===== src/rtl/la_capture_ctrl.sv =====
// Write-side capture controller for the logic-analyzer sample RAM: circular pre-trigger fill, trigger wait, post fill.
// Build option: define LA_CAPTURE_EDGE_TRIG_EN to accept only rising matches (edge trigger) instead of level matches.
module la_capture_ctrl #(
  parameter int ADDR_WIDTH = 17,
  parameter int DATA_WIDTH = 8
) (
  input  logic                  wr_clk,
  input  logic                  tb_wr_rst,
  input  logic                  arm,
  input  logic                  abort,
  input  logic [DATA_WIDTH-1:0] probe,
  input  logic [DATA_WIDTH-1:0] trig_mask,
  input  logic [DATA_WIDTH-1:0] trig_value,
  input  logic [ADDR_WIDTH-1:0] pre_len,
  output logic                  wr_en,
  output logic [ADDR_WIDTH-1:0] wr_addr,
  output logic [DATA_WIDTH-1:0] wr_data,
  output logic                  busy,
  output logic                  triggered,
  output logic                  done,
  output logic [ADDR_WIDTH-1:0] trig_addr,
  output logic [ADDR_WIDTH-1:0] start_addr
);

  localparam logic [2:0] S_IDLE = 3'd0;
  localparam logic [2:0] S_PRE  = 3'd1;
  localparam logic [2:0] S_WAIT = 3'd2;
  localparam logic [2:0] S_POST = 3'd3;
  localparam logic [2:0] S_DONE = 3'd4;

  localparam logic [ADDR_WIDTH-1:0] LAST = '1;
  localparam logic [ADDR_WIDTH-1:0] ONE  = ADDR_WIDTH'(1);

  logic [2:0]            state;
  logic [ADDR_WIDTH-1:0] pre_q;
  logic [ADDR_WIDTH-1:0] cnt;
  logic [ADDR_WIDTH-1:0] next_addr;
  logic                  match;
  logic                  accept;
  logic                  sampling;

  assign match     = ((probe ^ trig_value) & trig_mask) == '0;
  assign sampling  = (state == S_PRE) || (state == S_WAIT) || (state == S_POST);
  // The first sample after arm lands on address 0; later samples advance from the last written one.
  assign next_addr = wr_en ? ADDR_WIDTH'(wr_addr + ONE) : wr_addr;

`ifdef LA_CAPTURE_EDGE_TRIG_EN
  logic prev_match;
  assign accept = match & ~prev_match;
`else
  assign accept = match;
`endif

  always_ff @(posedge wr_clk or posedge tb_wr_rst) begin
    if (tb_wr_rst) begin
      state      <= S_IDLE;
      pre_q      <= '0;
      cnt        <= '0;
      wr_en      <= 1'b0;
      wr_addr    <= '0;
      wr_data    <= '0;
      busy       <= 1'b0;
      triggered  <= 1'b0;
      done       <= 1'b0;
      trig_addr  <= '0;
      start_addr <= '0;
`ifdef LA_CAPTURE_EDGE_TRIG_EN
      prev_match <= 1'b0;
`endif
    end else if (busy && abort) begin
      state <= S_IDLE;
      wr_en <= 1'b0;
      busy  <= 1'b0;
    end else begin
      if (sampling) begin
        wr_data <= probe;
        wr_en   <= 1'b1;
        wr_addr <= next_addr;
`ifdef LA_CAPTURE_EDGE_TRIG_EN
        prev_match <= match;
`endif
      end
      case (state)
        S_IDLE, S_DONE: begin
          if (busy) begin
            // Last write is committing this edge; publish the completed capture.
            wr_en      <= 1'b0;
            busy       <= 1'b0;
            done       <= 1'b1;
            start_addr <= ADDR_WIDTH'(trig_addr - pre_q);
          end else if (arm) begin
            // pre_len is ADDR_WIDTH bits wide, so it can never exceed DEPTH-1.
            pre_q      <= pre_len;
            cnt        <= pre_len;
            wr_en      <= 1'b0;
            wr_addr    <= '0;
            busy       <= 1'b1;
            done       <= 1'b0;
            triggered  <= 1'b0;
            trig_addr  <= '0;
            start_addr <= '0;
            state      <= (pre_len == '0) ? S_WAIT : S_PRE;
`ifdef LA_CAPTURE_EDGE_TRIG_EN
            prev_match <= 1'b0;
`endif
          end
        end
        S_PRE: begin
          cnt <= cnt - ONE;
          if (cnt == ONE) state <= S_WAIT;
        end
        S_WAIT: begin
          if (accept) begin
            trig_addr <= next_addr;
            triggered <= 1'b1;
            cnt       <= LAST - pre_q;
            state     <= (pre_q == LAST) ? S_DONE : S_POST;
          end
        end
        S_POST: begin
          cnt <= cnt - ONE;
          if (cnt == ONE) state <= S_DONE;
        end
        default: state <= S_IDLE;
      endcase
    end
  end

endmodule

===== config.mk =====
export PLATFORM = sky130hd
export DESIGN_NAME = la_capture_ctrl
export DESIGN_NICKNAME = d
export VERILOG_FILES = /design/src/rtl/la_capture_ctrl.sv
export SDC_FILE = /design/constraint.sdc
export NUM_CORES = 1
export LEC_CHECK = 0
export ABC_CLOCK_PERIOD_IN_PS = 8900
export BUFFER_PORTS_ARGS = -buffer_cell sky130_fd_sc_hd__buf_2
export CAP_MARGIN = 25
export CORE_MARGIN = 4
export CORE_UTILIZATION = 35
export CTS_CLUSTER_SIZE = 28
export DETAILED_ROUTE_END_ITERATION = 12
export PLACE_DENSITY = 0.59
export SYNTH_ARGS = -nofsm -noshare
export SYNTH_HDL_FRONTEND = slang
export SYNTH_SLANG_ARGS = --single-unit

===== constraint.sdc =====
create_clock -name wr_clk -period 8.9 [get_ports wr_clk]
set_input_delay 0.89 -clock wr_clk [delete_from_list [all_inputs] [get_ports wr_clk]]
set_output_delay 0.89 -clock wr_clk [all_outputs]
set_load 0.03 [all_outputs]

==> results of run 1 <==
==> cells in the mapped netlist, types with 4 or more instances <==
| master | number | area [sq um] |
|---|---|---|
| a22oi_1 | 7 | 52.55 |
| nor2_2 | 4 | 25.02 |
| buf_2 | 9 | 45.04 |
| nand4_1 | 9 | 56.30 |
| clkbuf_1 | 15 | 56.30 |
| or3_1 | 5 | 31.28 |
| o21ai_0 | 72 | 360.4 |
| nor2_1 | 48 | 180.2 |
| nor4_1 | 7 | 43.79 |
| xnor2_1 | 17 | 148.9 |
| o22a_1 | 6 | 52.55 |
| xor2_1 | 21 | 183.9 |
| o31ai_1 | 7 | 52.55 |
| a21o_1 | 8 | 60.06 |
| a31oi_1 | 10 | 62.56 |
| dfrtp_1 | 100 | 2502 |
| mux2i_1 | 4 | 40.04 |
| nand2b_1 | 5 | 31.28 |
| nand2_1 | 133 | 499.2 |
| ha_1 | 19 | 237.7 |
| o22ai_1 | 10 | 62.56 |
| a21oi_1 | 31 | 155.2 |
| nand3_1 | 13 | 65.06 |
| nor3_1 | 10 | 50.05 |
| inv_1 | 30 | 112.6 |
| o21bai_1 | 4 | 30.03 |
| nor2b_1 | 6 | 37.54 |
==> area by class of cell <==
type,instances,share of cell area
well taps,216,0.03931
flip-flops and latches,100,0.3640
inverters,30,0.01674
repair buffers,113,0.08735
clock inverters,6,0.007825
clock buffers,10,0.03476
multi-input cells,520,0.4500
==> routing by layer <==
layer / up-vias / global-route usage / routed length (um)
li1: 2592 / - / -
met1: 2453 / 0.2617 / 7773
met5: - / 0 / 0
met3: 22 / 0.04383 / 1223
met4: 0 / 0.04102 / 269
met2: 189 / 0.2801 / 7430
==> tightest hold or removal path, stage by stage (launching register included) <==
cell	delay (ns)
dfrtp_1	0.34
nand2_1	0.05
nand2_1	0.05
==> cell families after synthesis <==
kind of cell             count (synthesis)
multiplexers                             6
buffers and inverters                   60
AO/OA/AOI/OAI                          190
flip-flops                             100
adder cells (fa/ha/maj)                 20
AND/OR/NAND/NOR                        266
XOR/XNOR                                38
==> metrics by stage <==
stage	power [mW]	hold WS (ns)	worst slack, ns
after floorplan	1.634	0.4487	5.391
after detailed placement	1.944	0.4589	5.854
after global placement	1.940	0.4525	5.980
after CTS	2.346	0.4842	6.095
after global routing	2.523	0.5083	5.749
final	2.332	0.4754	6.054
==> path summary, 6_finish.rpt <==
| path | from | end | cells past startpoint |
|---|---|---|---|
| worst max-delay path | state[0] | wr_addr[5] | 5 |
| worst min-delay path | done | done | 2 |
| worst max register to register | state[0] | wr_addr[5] | 5 |
| worst min register to register | done | done | 2 |
| max in group asynchronous | tb_wr_rst | cnt[10] | 4 |
| min in group asynchronous | tb_wr_rst | wr_addr[10] | 2 |
==> state kept, by name, indices dropped and copies added (netlist names), 3 cells and up <==
register	flops
pre_q	17
trig_addr	17
wr_addr	17
cnt	17
start_addr	17
wr_data	8
state	3
==> where the power goes <==
part / switching (mW) / total [mW] / internal (mW)
clock network: 0.192 / 0.394 / 0.203
registers: 0.168 / 0.782 / 0.613
logic: 0.756 / 1.16 / 0.401
==> results.json, run 1 <==
{
  "critical-path-top-delay-family": "simple AND/OR/NAND/NOR gates",
  "syn_avg_cell_area_sq_um": 8.596,
  "synth.net_count": 745,
  "root_buffer": "clkbuf_16",
  "pwr_density_cell_nw_per_um2": 339.2,
  "clk_latency_ns": 0.36,
  "worst_setup_path_end_kind": "flip-flop",
  "synth_top_family_by_area": "simple AND/OR/NAND/NOR gates",
  "io_pins": 108,
  "cp_common_cell": "nor2_2",
  "timing.max_cap.violations": 0,
  "wire_per_inst_um": 16.78,
  "multi_input_area_sq_um": 3094,
  "num_rows": 46,
  "wirelength_um": 16700,
  "ys_async_sr_fraction": 1.000,
  "drtIter0Drc": 443,
  "placed_area_sq_um": 6555,
  "synth-compound-area-share": 0.2038,
  "final-seq-area_sq_um": 2502,
  "synth_simple_gate_area_frac": 0.2128,
  "synth.distinct_cells": 69,
  "final_area_sq_um": 6875,
  "synth_seq_cells": 100,
  "grt_max_degree": 74,
  "worst_pin_slew_ns": 1.001,
  "clkTransAtPathRegs_ns": 0.07,
  "grt_usage": 0.1824,
  "synth-adder-area-share": 0.04409,
  "ys.flop_type": "dfrtp_1",
  "nets": 839,
  "synth-xor-area-share": 0.05693,
  "finClkSkew_ns": 0.01220,
  "worstPathCellList": "nor2_2 -> nor2_2 -> nand2_1 -> or3_1 -> a21oi_1",
  "yosysSeqAreaShare": 0.4281,
  "grt_pass1_wl_um": 26760,
  "die_x_um": 137.2,
  "crit_fanout": 21,
  "cts_hold_buffers": 0,
  "place_congestion": 0.8802,
  "reg2reg_slack_ns": 6.05,
  "cp_slowest_cell": "dfrtp_1",
  "final_antenna_net_count": 0,
  "die_area_sq_um": 18830,
  "antenna_cells": 0,
  "synthCells": 680,
  "fin_crit_sh": 0.3198,
  "slew_headroom": 0.3308,
  "cp_data_arrival_time_ns": 3.13,
  "finalMaxSlewViolations": 0,
  "numCtsBuffers": 9,
  "fmax_ghz": 0.3513,
  "area_growth_pct": 17.62,
  "via_count": 5256,
  "hpwl_um": 12610,
  "drive_gt1_frac": 0.1977,
  "htree_levels": 3,
  "post_cts_resized": 0,
  "hold_viol_final": 0,
  "antenna_found_initial": 0,
  "post_cts_buffers": 0,
  "worst_path_largest_cell_delay_ns": 0.71,
  "p_leak_nw": 3.287,
  "fin_util": 0.4266,
  "outcome": "complete, no violations",
  "vdd_drop_max_mv": 0.1678,
  "crit_buf_inv": 0,
  "synth_area_sq_um": 5846,
  "firstDrtPassIters": 5,
  "required_ns": 9.18,
  "mostFrequentLayoutCells": "133 x nand2_1, 107 x buf_2, 100 x dfrtp_1",
  "hp-class": "reg2reg",
  "viasPerCell": 5.282,
  "timing.setup.tns_ns": 0,
  "cts_tree": "yes",
  "nFillCells": 1690,
  "layout_commonest_cell": "nand2_1",
  "die_h_um": 137.2,
  "start_util": 0.3627,
  "synth-edff-count": 0,
  "setup_violations": 0,
  "place_inst": 978,
  "worstSetupStartpointType": "flip-flop",
  "critPathKind": "reg2reg",
  "fin_crit_ns": 2.846,
  "drcViolationCount": 0,
  "port-buffer-count": 107,
  "overflow": 0,
  "fp.coreArea_sq_um": 16120,
  "cts_buffer_depth": 2,
  "grt_pass1_vias": 5059,
  "cts_sinks": 100,
  "synth_warnings": 0,
  "fin_cells": 995,
  "rsz0062_at_grt": "no",
  "synth_mux_area_frac": 0.01070
}
Note: power is estimated with default switching activity, not from simulation.
==> run 2: changes to the inputs <==
--- a/config.mk
+++ b/config.mk
@@ -5,7 +5,7 @@
 export SDC_FILE = /design/constraint.sdc
 export NUM_CORES = 1
 export LEC_CHECK = 0
-export ABC_CLOCK_PERIOD_IN_PS = 8900
+export ABC_CLOCK_PERIOD_IN_PS = 2900
 export BUFFER_PORTS_ARGS = -buffer_cell sky130_fd_sc_hd__buf_2
 export CAP_MARGIN = 25
 export CORE_MARGIN = 4
==> constraint.sdc (replaced) <==
create_clock -name wr_clk -period 2.9 [get_ports wr_clk]
set_input_delay 0.29 -clock wr_clk [delete_from_list [all_inputs] [get_ports wr_clk]]
set_output_delay 0.29 -clock wr_clk [all_outputs]
set_load 0.03 [all_outputs]
==> results.json, run 2 (synthesized netlist as in run 1, its figures left out) <==
{
  "p_leak_nw": 3.376,
  "r2r_cells": 9,
  "overflow": 0,
  "setup_violations": 0,
  "post_cts_buffers": 0,
  "fin_hold_ws_ns": 0.04350,
  "place_congestion": 0.8705,
  "worst_pin_slew_ns": 0.7210,
  "worst_setup_path_end_kind": "flip-flop",
  "antenna_found_initial": 0,
  "viasPerCell": 5.302,
  "root_buffer": "clkbuf_16",
  "hold_viol_final": 0,
  "finalPower_mw": 7.528,
  "finClkSkew_ns": 0.01064,
  "finalMaxSlewViolations": 0,
  "mostFrequentLayoutCells": "133 x nand2_1, 107 x buf_2, 100 x dfrtp_1",
  "r2r-end": "start_addr[13]",
  "crit_buf_inv": 1,
  "drcViolationCount": 0,
  "layout_commonest_cell": "nand2_1",
  "wire_per_inst_um": 17.54,
  "drive_gt1_frac": 0.2128,
  "critPathKind": "reg2reg",
  "place_inst": 994,
  "cp_data_arrival_time_ns": 2.68,
  "slew_headroom": 0.5183,
  "die_x_um": 137.2,
  "fin_crit_ns": 2.382,
  "critical-path-top-delay-family": "compound AO/OA/AOI/OAI gates",
  "wirelength_um": 17720,
  "fin_cells": 1010,
  "fin_crit_sh": 0.8215,
  "met2WireLength_um": 7939,
  "worst_path_largest_cell_delay_ns": 0.41,
  "cts_buffer_depth": 2,
  "reg2reg_slack_ns": 0.52,
  "maxUsedRoutingLayer": "met4",
  "worstSetupStartpointType": "flip-flop",
  "fp.coreArea_sq_um": 16120,
  "cp_common_cell": "o211ai_1",
  "num_rows": 46,
  "port-buffer-count": 107,
  "cts_tree": "yes",
  "grt_max_degree": 36,
  "final_antenna_net_count": 0,
  "grt_usage": 0.1970,
  "nets": 854,
  "io_pins": 108,
  "hpwl_um": 13580,
  "cts_sinks": 100,
  "cts_hold_buffers": 0,
  "fmax_ghz": 0.4198,
  "hp-class": "in2async",
  "outcome": "complete, no violations",
  "area_growth_pct": 20.16,
  "drt-met1-wl_um": 8291,
  "reg2reg_from": "pre_q[1]",
  "rsz0062_at_grt": "no",
  "wl_met3_um": 1206,
  "start_util": 0.3627,
  "via_count": 5355,
  "required_ns": 3.20,
  "vdd_drop_max_mv": 0.5878,
  "post_cts_resized": 0,
  "worstPathCellList": "inv_1 -> ha_1 -> nor2b_1 -> o211ai_1 -> a21boi_1 -> a41oi_1 -> o211ai_1 -> mux2_2 -> nand2_1",
  "drtIter0Drc": 366,
  "antenna_cells": 0,
  "timing.max_cap.violations": 0,
  "die_h_um": 137.2,
  "clkTransAtPathRegs_ns": 0.07,
  "htree_levels": 3,
  "nFillCells": 1625,
  "die_area_sq_um": 18830,
  "clk_latency_ns": 0.36,
  "grt_pass1_wl_um": 28570,
  "grt_pass1_vias": 5227,
  "timing.setup.tns_ns": 0,
  "numCtsBuffers": 9,
  "pwr_density_cell_nw_per_um2": 1072,
  "firstDrtPassIters": 5,
  "crit_fanout": 4,
  "cp_slowest_cell": "dfrtp_1"
}
run 2: worst max path at each step:
stage	start	end	slack, ns	cells past startpoint
6_report	pre_q[1]	start_addr[13]	0.52	9
5_1_grt	pre_q[1]	start_addr[13]	0.30	9
4_1_cts	pre_q[1]	start_addr[13]	0.52	9
3_5_place_dp	pre_q[1]	start_addr[13]	0.54	9
3_3_place_gp	pre_q[1]	start_addr[13]	0.60	9
2_1_floorplan	trig_addr[0]	start_addr[14]	0.59	10
run 2: area by class of cell:
class                   instances  area [sq um]  area share
well taps                     216         270.3     0.03848
flip-flops and latches        100          2502      0.3563
clock buffers                  11         252.7     0.03598
multi-input cells             520          3094      0.4405
clock inverters                 5         82.58     0.01176
repair buffers                128         705.7      0.1005
inverters                      30         116.4     0.01657
run 2: power by group:
part / internal, mW / switching [mW] / total [mW]
Clock: 0.807 / 0.561 / 1.37
Combinational: 1.37 / 2.44 / 3.81
Sequential: 1.88 / 0.462 / 2.35
Total: 4.06 / 3.47 / 7.53
run 2: per-stage QoR:
stage | area (sq um) | util | setup WS [ns]
after global routing | 7024 | 0.4359 | 0.3045
after global placement | 6689 | 0.4151 | 0.5963
final | 7024 | 0.4359 | 0.5178
after CTS | 7024 | 0.4359 | 0.5184
after floorplan | 5849 | - | 0.5889
after detailed placement | 6689 | 0.4151 | 0.5375
run 2: per-layer routing:
metal | global-route usage | vias up
li1 | - | 2627
met1 | 0.2757 | 2531
met2 | 0.3011 | 168
met3 | 0.05625 | 29
met4 | 0.04989 | 0
met5 | 0 | -
run 2: worst register-to-register path: cells and delay by family (launching register included):
kind | cells | cell delay [ns]
flops | 1 | 0.41
mux | 1 | 0.38
simple gates | 2 | 0.20
fa+ha+maj | 1 | 0.26
compound gates | 4 | 1.00
buf+inv | 1 | 0.07
